**config.mk**
```make
export PLATFORM = sky130hd
export DESIGN_NAME = pipeline_hazard_ctrl
export DESIGN_NICKNAME = d
export VERILOG_FILES = /design/src/rtl/pipeline_hazard_ctrl.sv
export SDC_FILE = /design/constraint.sdc
export NUM_CORES = 1
export LEC_CHECK = 0
export BUFFER_PORTS_ARGS = -buffer_cell sky130_fd_sc_hd__buf_2
export CORE_ASPECT_RATIO = 0.9
export CORE_MARGIN = 3
export CORE_UTILIZATION = 40
export DETAILED_ROUTE_END_ITERATION = 10
export GPL_ROUTABILITY_DRIVEN = 0
export PLACE_DENSITY = 0.8
export SYNTH_ARGS = -nofsm -noshare
export SYNTH_HDL_FRONTEND = slang
export SYNTH_SLANG_ARGS = --single-unit
```
**constraint.sdc**
```tcl
create_clock -name Clock -period 3.33 [get_ports Clock]
set_clock_uncertainty 0.05 [all_clocks]
set_input_delay 0.666 -clock Clock [delete_from_list [all_inputs] [get_ports Clock]]
set_output_delay 0.666 -clock Clock [all_outputs]
set_load 0.1 [all_outputs]
```
**src/rtl/pipeline_hazard_ctrl.sv**
```systemverilog
// rtl/pipeline_hazard_ctrl.sv - load-use/branch/memory-wait hazard control with EX operand forwarding
// Optional performance counters are built only when HAZARD_PERF_CNT_EN is defined.
module pipeline_hazard_ctrl #(
  parameter int MAX_WAIT = 255,
  parameter int CNT_W    = 32
) (
  input  logic             Clock,
  input  logic             Reset_n,
  input  logic [4:0]       Rs_ID,
  input  logic [4:0]       Rt_ID,
  input  logic [4:0]       Rs_EX,
  input  logic [4:0]       Rt_EX,
  input  logic             R_Enable_EX,
  input  logic             BranchTaken_EX,
  input  logic             RegWrite_MEM,
  input  logic [4:0]       WriteReg_MEM,
  input  logic             RegWrite_WB,
  input  logic [4:0]       WriteReg_WB,
  input  logic             MemBusy_MEM,
  output logic             PCWrite,
  output logic             IFID_Write,
  output logic             IDEX_Write,
  output logic             EXMEM_Write,
  output logic             IFID_Flush,
  output logic             IDEX_Flush,
  output logic             MEMWB_Bubble,
  output logic [1:0]       ForwardA_EX,
  output logic [1:0]       ForwardB_EX,
  output logic             Timeout,
  output logic [CNT_W-1:0] StallCount,
  output logic [CNT_W-1:0] FlushCount
);

  localparam int WAIT_W = ($clog2(MAX_WAIT + 1) > 8) ? $clog2(MAX_WAIT + 1) : 8;
  localparam logic [WAIT_W-1:0] WAIT_LIMIT = WAIT_W'(MAX_WAIT);

  typedef enum logic [1:0] {RUN, LU_BUBBLE, MEM_WAIT} state_t;

  state_t            state, state_nxt;
  logic [WAIT_W-1:0] wait_cnt;
  logic              lu_hazard;

  assign lu_hazard = R_Enable_EX && (Rt_EX != 5'd0) &&
                     ((Rt_EX == Rs_ID) || (Rt_EX == Rt_ID));

  always_ff @(posedge Clock or negedge Reset_n) begin
    if (!Reset_n) state <= RUN;
    else          state <= state_nxt;
  end

  // A load-use seen while already in the bubble does not re-enter it.
  always_comb begin
    state_nxt = RUN;
    if (MemBusy_MEM)
      state_nxt = MEM_WAIT;
    else if (!BranchTaken_EX && lu_hazard && (state != LU_BUBBLE))
      state_nxt = LU_BUBBLE;
  end

  always_comb begin
    PCWrite      = 1'b1;
    IFID_Write   = 1'b1;
    IDEX_Write   = 1'b1;
    EXMEM_Write  = 1'b1;
    IFID_Flush   = 1'b0;
    IDEX_Flush   = 1'b0;
    MEMWB_Bubble = 1'b0;
    if (!Reset_n) begin
      PCWrite      = 1'b0;
      IFID_Write   = 1'b0;
      IDEX_Write   = 1'b0;
      EXMEM_Write  = 1'b0;
      IFID_Flush   = 1'b1;
      IDEX_Flush   = 1'b1;
      MEMWB_Bubble = 1'b1;
    end else if (MemBusy_MEM) begin
      PCWrite      = 1'b0;
      IFID_Write   = 1'b0;
      IDEX_Write   = 1'b0;
      EXMEM_Write  = 1'b0;
      MEMWB_Bubble = 1'b1;
    end else if (BranchTaken_EX) begin
      IFID_Flush   = 1'b1;
      IDEX_Flush   = 1'b1;
    end else if (lu_hazard) begin
      PCWrite      = 1'b0;
      IFID_Write   = 1'b0;
      IDEX_Flush   = 1'b1;
    end
  end

  // Wait counter tracks consecutive busy cycles, including the one that entered MEM_WAIT.
  always_ff @(posedge Clock or negedge Reset_n) begin
    if (!Reset_n) begin
      wait_cnt <= '0;
      Timeout  <= 1'b0;
    end else begin
      if (!MemBusy_MEM)
        wait_cnt <= '0;
      else if (wait_cnt != {WAIT_W{1'b1}})
        wait_cnt <= wait_cnt + WAIT_W'(1);
      if (MemBusy_MEM && (state == MEM_WAIT) && (wait_cnt >= WAIT_LIMIT))
        Timeout <= 1'b1;
    end
  end

  always_comb begin
    ForwardA_EX = 2'b00;
    ForwardB_EX = 2'b00;
    if (Reset_n) begin
      if (RegWrite_MEM && (WriteReg_MEM != 5'd0) && (WriteReg_MEM == Rs_EX))
        ForwardA_EX = 2'b10;
      else if (RegWrite_WB && (WriteReg_WB != 5'd0) && (WriteReg_WB == Rs_EX))
        ForwardA_EX = 2'b01;
      if (RegWrite_MEM && (WriteReg_MEM != 5'd0) && (WriteReg_MEM == Rt_EX))
        ForwardB_EX = 2'b10;
      else if (RegWrite_WB && (WriteReg_WB != 5'd0) && (WriteReg_WB == Rt_EX))
        ForwardB_EX = 2'b01;
    end
  end

`ifdef HAZARD_PERF_CNT_EN
  always_ff @(posedge Clock or negedge Reset_n) begin
    if (!Reset_n) begin
      StallCount <= '0;
      FlushCount <= '0;
    end else begin
      if (!PCWrite)  StallCount <= StallCount + CNT_W'(1);
      if (IFID_Flush) FlushCount <= FlushCount + CNT_W'(1);
    end
  end
`else
  assign StallCount = '0;
  assign FlushCount = '0;
`endif

endmodule

```
==> key figures, run 1 <==
Place
  • Total placed instance area: 1540 um2
  • IO Port Bufs: 48
  • Post-detail-place hpwl: 2510 um

Cells and area
  • Post-layout nets: 262
  • Leading cell type in the layout, fill and taps excluded: conb_1
  • Layout overhead on the synthesized area: 7.11%
  • Final design utilization: 45.8%
  • Antenna fix cells: 0
  • Commonest non-fill, non-tap cells in the layout: 64 x conb_1, 47 x buf_2, 27 x xor2_1
  • Layout cell share with drive strength beyond 1: 27.8%
  • Cell area after layout: 1580 um2

STA
  • Final hold vios: 0
  • Min Clock Period, post-route: 3.04 ns
  • Crit share post-route: 91.2%
  • Slew HR: 58.1%
  • Transition time at the pin with the least slew margin: 0.623 ns
  • Unrepaired setup endpoints after global routing: false
  • Setup Viol. Count Final: 0
  • Timing-limited maximum frequency: 329 MHz
  • Number of slew-limit violations in the final report: 0

Clock network
  • TritonCTS clock tree: built
  • Clk sinks: 11
  • Number of buffers inserted by post-CTS setup repair: 0
  • Number of buffers inserted for hold repair after clock tree synthesis: 0
  • Maximum level of the CTS H-tree: 1
  • Clock latency of the later-clocked register in the worst-skew pair: 0.24 ns
  • Number of buffers created by CTS: 3
  • Gates resized, CTS repair: 0
  • Maximum number of buffers from clock root to sink: 2
  • CTS root buf: clkbuf_8
  • Post-CTS clock slew at the launch and capture registers of the worst setup and hold paths: 0.05 ns

Global route
  • Number of global-route vias before repair: 1,061
  • Number of antenna violations at the first check in global routing: 0
  • Total track usage: 12.4%
  • Leftover overflow at the end of global routing: 0
  • Pin count of the biggest net entering global routing: 16
  • Global-route wire length before repair: 4620 um

Routing
  • Detailed-router iteration count before antenna repair: 4
  • Routed length per instance: 10.7 um
  • Antenna-violating nets left: 0
  • Total vias in the final route: 1,128
  • DR iter-0 viols: 6
  • Wire length after detailed routing: 2850 um
  • Detailed-route DRC error count: 0
  • Via-to-Cell Ratio: 4.22

Die
  • Chip height: 63.7 um
  • Area of the die: 4460 um2
  • Cell Rows: 20
  • Initial core utilization: 42.8%
  • I/O pins: 113
  • Placeable core area: 3450 um2
  • Horizontal extent of the die: 70.1 um

Hold path
  • Min-Delay Path Class: in2async

Yosys
  • Synthesized flop and latch total: 11
  • Yosys cell types: 36
  • Syn Std Cell Area: 1480 um2
  • Yosys warns: 0
  • Sequential element share of the synthesized area: 18.6%
  • Post-Synthesis Mean Instance Area: 8.30 um2
  • Post-synthesis instance total: 178

Critical path
  • CP Data Arrival Time: 2.32 ns
  • Cell Chain, Critical Path: buf_2 > or4_4 > o21ai_2 > nor4_1 > nor4_4 > buf_2
  • Maximum cell stage delay along the critical path: 0.52 ns
  • Cell repeated most along the worst path: buf_2
  • Critical Path Sink Type: output pin
  • Kind of start point of the critical path: input port
  • Data required time at the worst endpoint: 2.61 ns
  • CP max-delay cell: or4_4
  • Highest net fanout along the worst path: 3
  • Type of the worst setup path: in2out

Power and ir drop
  • Leakage power figure: 0.842 nW
  • PwrDens: 461 nW/um2
  • Maximum resistive drop on vdd: 0.227 mV

Status
  • Status: finished clean

Flow run
  • Max-cap viol count: 0
metal layers:
layer	global-route usage [%]	vias up	part of all wire (%)
met2	23.6	54	55
met5	0	-	0
met3	2.71	0	7.7
met1	14.2	518	37
met4	2.15	0	0
li1	-	556	-
layout make-up:
class	instances	area, um2
Multi-Input combinational cell	153	921
Clock inverter	1	5.00
Inverter	6	22.5
Sequential cell	11	275
Tap cell	44	55.1
Clock buffer	3	41.3
Timing Repair Buffer	49	263
Fill cell	355	1870
worst max-delay path: cells and delay by family:
| family | cells | cell delay (ns) |
|---|---|---|
| AND/OR/NAND/NOR | 3 | 0.91 |
| buffers and inverters | 2 | 0.58 |
| AO/OA/AOI/OAI | 1 | 0.15 |
final timing paths:
path / slack, ns / endpoint / cells after the start / from
min in group Clock: 0.42 / Timeout$_DFFE_PN0P_ / 1 / Timeout$_DFFE_PN0P_
max in group asynchronous: 2.74 / Timeout$_DFFE_PN0P_ / 2 / Reset_n
worst max register to register: 1.58 / wait_cnt[5]$_DFFE_PN0P_ / 5 / wait_cnt[0]$_DFFE_PN0P_
worst max-delay path: 0.29 / ForwardB_EX[0] / 6 / WriteReg_MEM[1]
worst min-delay path: 0.32 / wait_cnt[3]$_DFFE_PN0P_ / 2 / Reset_n
worst min register to register: 0.42 / Timeout$_DFFE_PN0P_ / 1 / Timeout$_DFFE_PN0P_
through the flow:
step           setup TNS (ns)  instances  power [mW]  hold WS [ns]  setup WS (ns)
2_1_floorplan          -0.382        241       0.608         0.320         -0.382
3_3_place_gp                0        263       0.592         0.414          0.339
3_5_place_dp                0        263       0.594         0.406          0.298
4_1_cts                     0        267       0.734         0.336          0.295
5_1_grt                     0        267       0.757         0.346          0.155
6_report                    0        267       0.729         0.324          0.293
flip-flops by register name, indices dropped and copies added, names as in the netlist:
| register | flops |
|---|---|
| wait_cnt | 8 |
| Timeout | 1 |
| state | 2 |
logic make-up after synthesis:
| group | Yosys count | synth area share (%) |
|---|---|---|
| buffers and inverters | 77 | 36.5 |
| flip-flops | 11 | 18.6 |
| adder cells (fa/ha/maj) | 1 | 0.847 |
| AO/OA/AOI/OAI | 19 | 8.98 |
| other | 1 | 0.254 |
| XOR/XNOR | 33 | 19.6 |
| AND/OR/NAND/NOR | 36 | 15.2 |
synth_stat cells:
master	n	share of area, %
and2_2	2	1.0
ha_1	1	0.85
buf_4	66	34
or4_1	5	2.5
nor4bb_1	1	0.68
o21ai_0	4	1.4
nor4_1	3	1.3
dfrtp_1	11	19
xor2_1	27	16
a41o_1	1	0.68
nor2_1	6	1.5
or4_4	1	0.76
nand2_1	4	1.0
a22oi_1	1	0.51
o31ai_1	1	0.51
nor4_2	2	1.7
inv_1	5	1.3
a21oi_1	3	1.0
o211a_1	1	0.68
o41ai_1	1	0.59
o21bai_1	1	0.51
conb_1	1	0.25
nor3_1	4	1.4
xnor2_1	6	3.6
nand4_2	1	0.85
clkinv_1	1	0.25
o31a_1	1	0.59
o21ai_2	1	0.59
nor2b_1	1	0.42
clkbuf_1	3	0.76
o21ai_1	1	0.34
o2111ai_1	1	0.59
nand2b_1	1	0.42
buf_2	2	0.68
o211ai_1	2	1.0
nand3_1	5	1.7
power breakdown:
group          internal, mW  leakage [nW]  switching, mW
Combinational        0.0469         0.668          0.405
Clock                0.0824        0.0255         0.0534
Sequential            0.138         0.149        0.00412
Total                 0.267         0.842          0.462
Note: power is estimated with default switching activity, not from simulation.
==> run 2, diff against run 1 <==
--- a/config.mk
+++ b/config.mk
@@ -8,10 +8,10 @@
 export BUFFER_PORTS_ARGS = -buffer_cell sky130_fd_sc_hd__buf_2
 export CORE_ASPECT_RATIO = 0.9
 export CORE_MARGIN = 3
-export CORE_UTILIZATION = 40
+export CORE_UTILIZATION = 37
 export DETAILED_ROUTE_END_ITERATION = 10
 export GPL_ROUTABILITY_DRIVEN = 0
-export PLACE_DENSITY = 0.8
+export PLACE_DENSITY = 0.78
 export SYNTH_ARGS = -nofsm -noshare
 export SYNTH_HDL_FRONTEND = slang
 export SYNTH_SLANG_ARGS = --single-unit
==> constraint.sdc (replaced) <==
create_clock -name Clock -period 2.59 [get_ports Clock]
set_clock_uncertainty 0.05 [all_clocks]
set_input_delay 0.518 -clock Clock [delete_from_list [all_inputs] [get_ports Clock]]
set_output_delay 0.518 -clock Clock [all_outputs]
set_load 0.1 [all_outputs]
==> key figures, run 2 (synthesized netlist as in run 1, its figures left out) <==
STA
  • Timing-limited maximum frequency: 402 MHz
  • Min Clock Period, post-route: 2.49 ns
  • Transition time at the pin with the least slew margin: 0.615 ns (-0.00820 ns)
  • Unrepaired setup endpoints after global routing: false
  • Final hold vios: 0 (unchanged)
  • Aggregate negative setup slack: 0 ns (unchanged)
  • Slew HR: 58.6% (+0.55 points)
  • Setup Viol. Count Final: 0 (unchanged)
  • Crit share post-route: 96.1%
  • Final worst slack: 0.101 ns (-0.192 ns)
  • Number of slew-limit violations in the final report: 0 (unchanged)

Place
  • Total placed instance area: 1650 um2 (+7.6%)
  • Worst setup slack before clock tree synthesis: 0.00520 ns (-0.292 ns)
  • Post-detail-place hpwl: 2600 um (+3.7%)
  • IO Port Bufs: 48 (unchanged)

Cells and area
  • Final design utilization: 45.1% (-0.69 points)
  • Layout overhead on the synthesized area: 15.6%
  • Commonest non-fill, non-tap cells in the layout: 64 x conb_1, 42 x buf_2, 27 x xor2_1
  • Post-layout nets: 264 (+0.76%)
  • Antenna fix cells: 0 (unchanged)
  • Final-layout fill cell count: 396 (+12%)
  • Layout cell share with drive strength beyond 1: 30.2% (+2.4 points)
  • Number of flip-flops in the largest register: 8 (unchanged)
  • Regs by FF count: wait_cnt: 8 flops, state: 2 flops, Timeout: 1 flops
  • Leading cell type in the layout, fill and taps excluded: conb_1
  • Cell area after layout: 1710 um2 (+7.9%)
  • Largest Register: wait_cnt

Critical path
  • CP max-delay cell: or4_4
  • Data required time at the worst endpoint: 2.02 ns (-0.59 ns)
  • Slack of the worst reg-to-reg path: 0.83 ns (-0.75 ns)
  • Critical Path Sink Type: output pin
  • Buf+Inv Stages, Crit Path: 2 (unchanged)
  • CP Data Arrival Time: 1.92 ns (-0.40 ns)
  • Cell Chain, Critical Path: buf_2 > xor2_1 > or4_4 > nor4_4 > buf_12
  • Type of the worst setup path: in2out
  • Highest net fanout along the worst path: 5 (+2)
  • Largest delay contributor family on the critical path: simple AND/OR/NAND/NOR gates
  • Maximum cell stage delay along the critical path: 0.55 ns (+0.03 ns)
  • Kind of start point of the critical path: input port

Die
  • Initial core utilization: 39.1% (-3.7 points)
  • Area of the die: 4790 um2 (+7.4%)
  • Chip height: 66.0 um (+3.6%)
  • Cell Rows: 21 (+5.0%)
  • I/O pins: 113 (unchanged)
  • Placeable core area: 3780 um2 (+9.6%)
  • Horizontal extent of the die: 72.6 um (+3.6%)

Status
  • Status: finished clean

Global route
  • Pin count of the biggest net entering global routing: 16 (unchanged)
  • Total track usage: 12.2% (-0.17 points)
  • Global-route wire length before repair: 4660 um (+0.89%)
  • Number of antenna violations at the first check in global routing: 0 (unchanged)
  • Leftover overflow at the end of global routing: 0 (unchanged)
  • Number of global-route vias before repair: 1,051 (-0.94%)

Clock network
  • Maximum number of buffers from clock root to sink: 2 (unchanged)
  • CTS root buf: clkbuf_8
  • Number of buffers inserted for hold repair after clock tree synthesis: 0 (unchanged)
  • Clk sinks: 11 (unchanged)
  • Maximum level of the CTS H-tree: 1 (unchanged)
  • Number of buffers created by CTS: 3 (unchanged)
  • Clock latency of the later-clocked register in the worst-skew pair: 0.24 ns (about the same)
  • TritonCTS clock tree: built
  • Post-CTS clock slew at the launch and capture registers of the worst setup and hold paths: 0.05 ns (about the same)

Power and ir drop
  • Maximum resistive drop on vdd: 0.282 mV (+24%)
  • PwrDens: 556 nW/um2 (+21%)
  • Leakage power figure: 0.882 nW (+4.7%)

Routing
  • Routed length per instance: 11.0 um (+3.1%)
  • Antenna-violating nets left: 0 (unchanged)
  • Detailed-route DRC error count: 0 (unchanged)
  • Wire length after detailed routing: 2990 um (+4.6%)
  • Detailed-router iteration count before antenna repair: 4 (unchanged)
  • DR iter-0 viols: 19 (+13)
  • Total vias in the final route: 1,143 (+1.3%)
  • Via-to-Cell Ratio: 4.22 (-0.17%)

Flow run
  • Max-cap viol count: 0 (unchanged)

Hold path
  • Min-Delay Path Class: in2async
[run 2: what timing repair did]
item | 4_1_cts | 5_1_grt
endpoints found under the setup margin | 0 | 2
buffers inserted | 0 | 0
gates resized for setup | 0 | 2
[run 2: per-layer routing]
layer | part of all wire (%) | vias to the layer above | routed length, um | track usage (%)
li1 | - | 555 | - | -
met1 | 41 | 527 | 1220 | 14.6
met2 | 49 | 59 | 1470 | 21.3
met3 | 9.1 | 2 | 271 | 3.50
met4 | 0.77 | 0 | 23 | 3.23
met5 | 0 | - | 0 | 0
[run 2: per-stage QoR]
stage	cells	power [mW]	hold WS, ns
5_1_grt	271	0.986	0.211
6_report	271	0.950	0.182
3_5_place_dp	267	0.781	0.411
3_3_place_gp	267	0.777	0.419
2_1_floorplan	241	0.787	0.172
4_1_cts	271	0.952	0.200
[run 2: final timing paths]
check                      depth (start not counted)                     from                 endpoint
min in group Clock                                 1      Timeout$_DFFE_PN0P_      Timeout$_DFFE_PN0P_
max in group asynchronous                          2                  Reset_n  wait_cnt[1]$_DFFE_PN0P_
setup / recovery                                   5                 Rt_EX[2]           ForwardB_EX[0]
hold / removal                                     2                  Reset_n  wait_cnt[3]$_DFFE_PN0P_
hold reg to reg                                    1      Timeout$_DFFE_PN0P_      Timeout$_DFFE_PN0P_
setup reg to reg                                   5  wait_cnt[0]$_DFFE_PN0P_  wait_cnt[5]$_DFFE_PN0P_
[run 2: final cells by class]
cell class	count	area, um2	area share, %
timing repair buffer	51	353	20.7
inverter	6	22.5	1.32
multi-input combinational	153	955	55.9
tap	46	57.6	3.37
clock buffer	4	45.0	2.64
sequential	11	275	16.1
[run 2: where the power goes]
| group | internal [mW] | leakage, nW | switching [mW] |
|---|---|---|---|
| clock | 0.108 | 0.0228 | 0.0613 |
| sequential | 0.177 | 0.149 | 0.00542 |
| combinational | 0.0725 | 0.710 | 0.526 |
[run 2: worst register-to-register path, cell delays in order (launching register included)]
cell	delay (ns)
dfrtp_1	0.42
ha_1	0.26
nand4_2	0.19
nor2_1	0.14
or4_1	0.48
a21oi_1	0.15
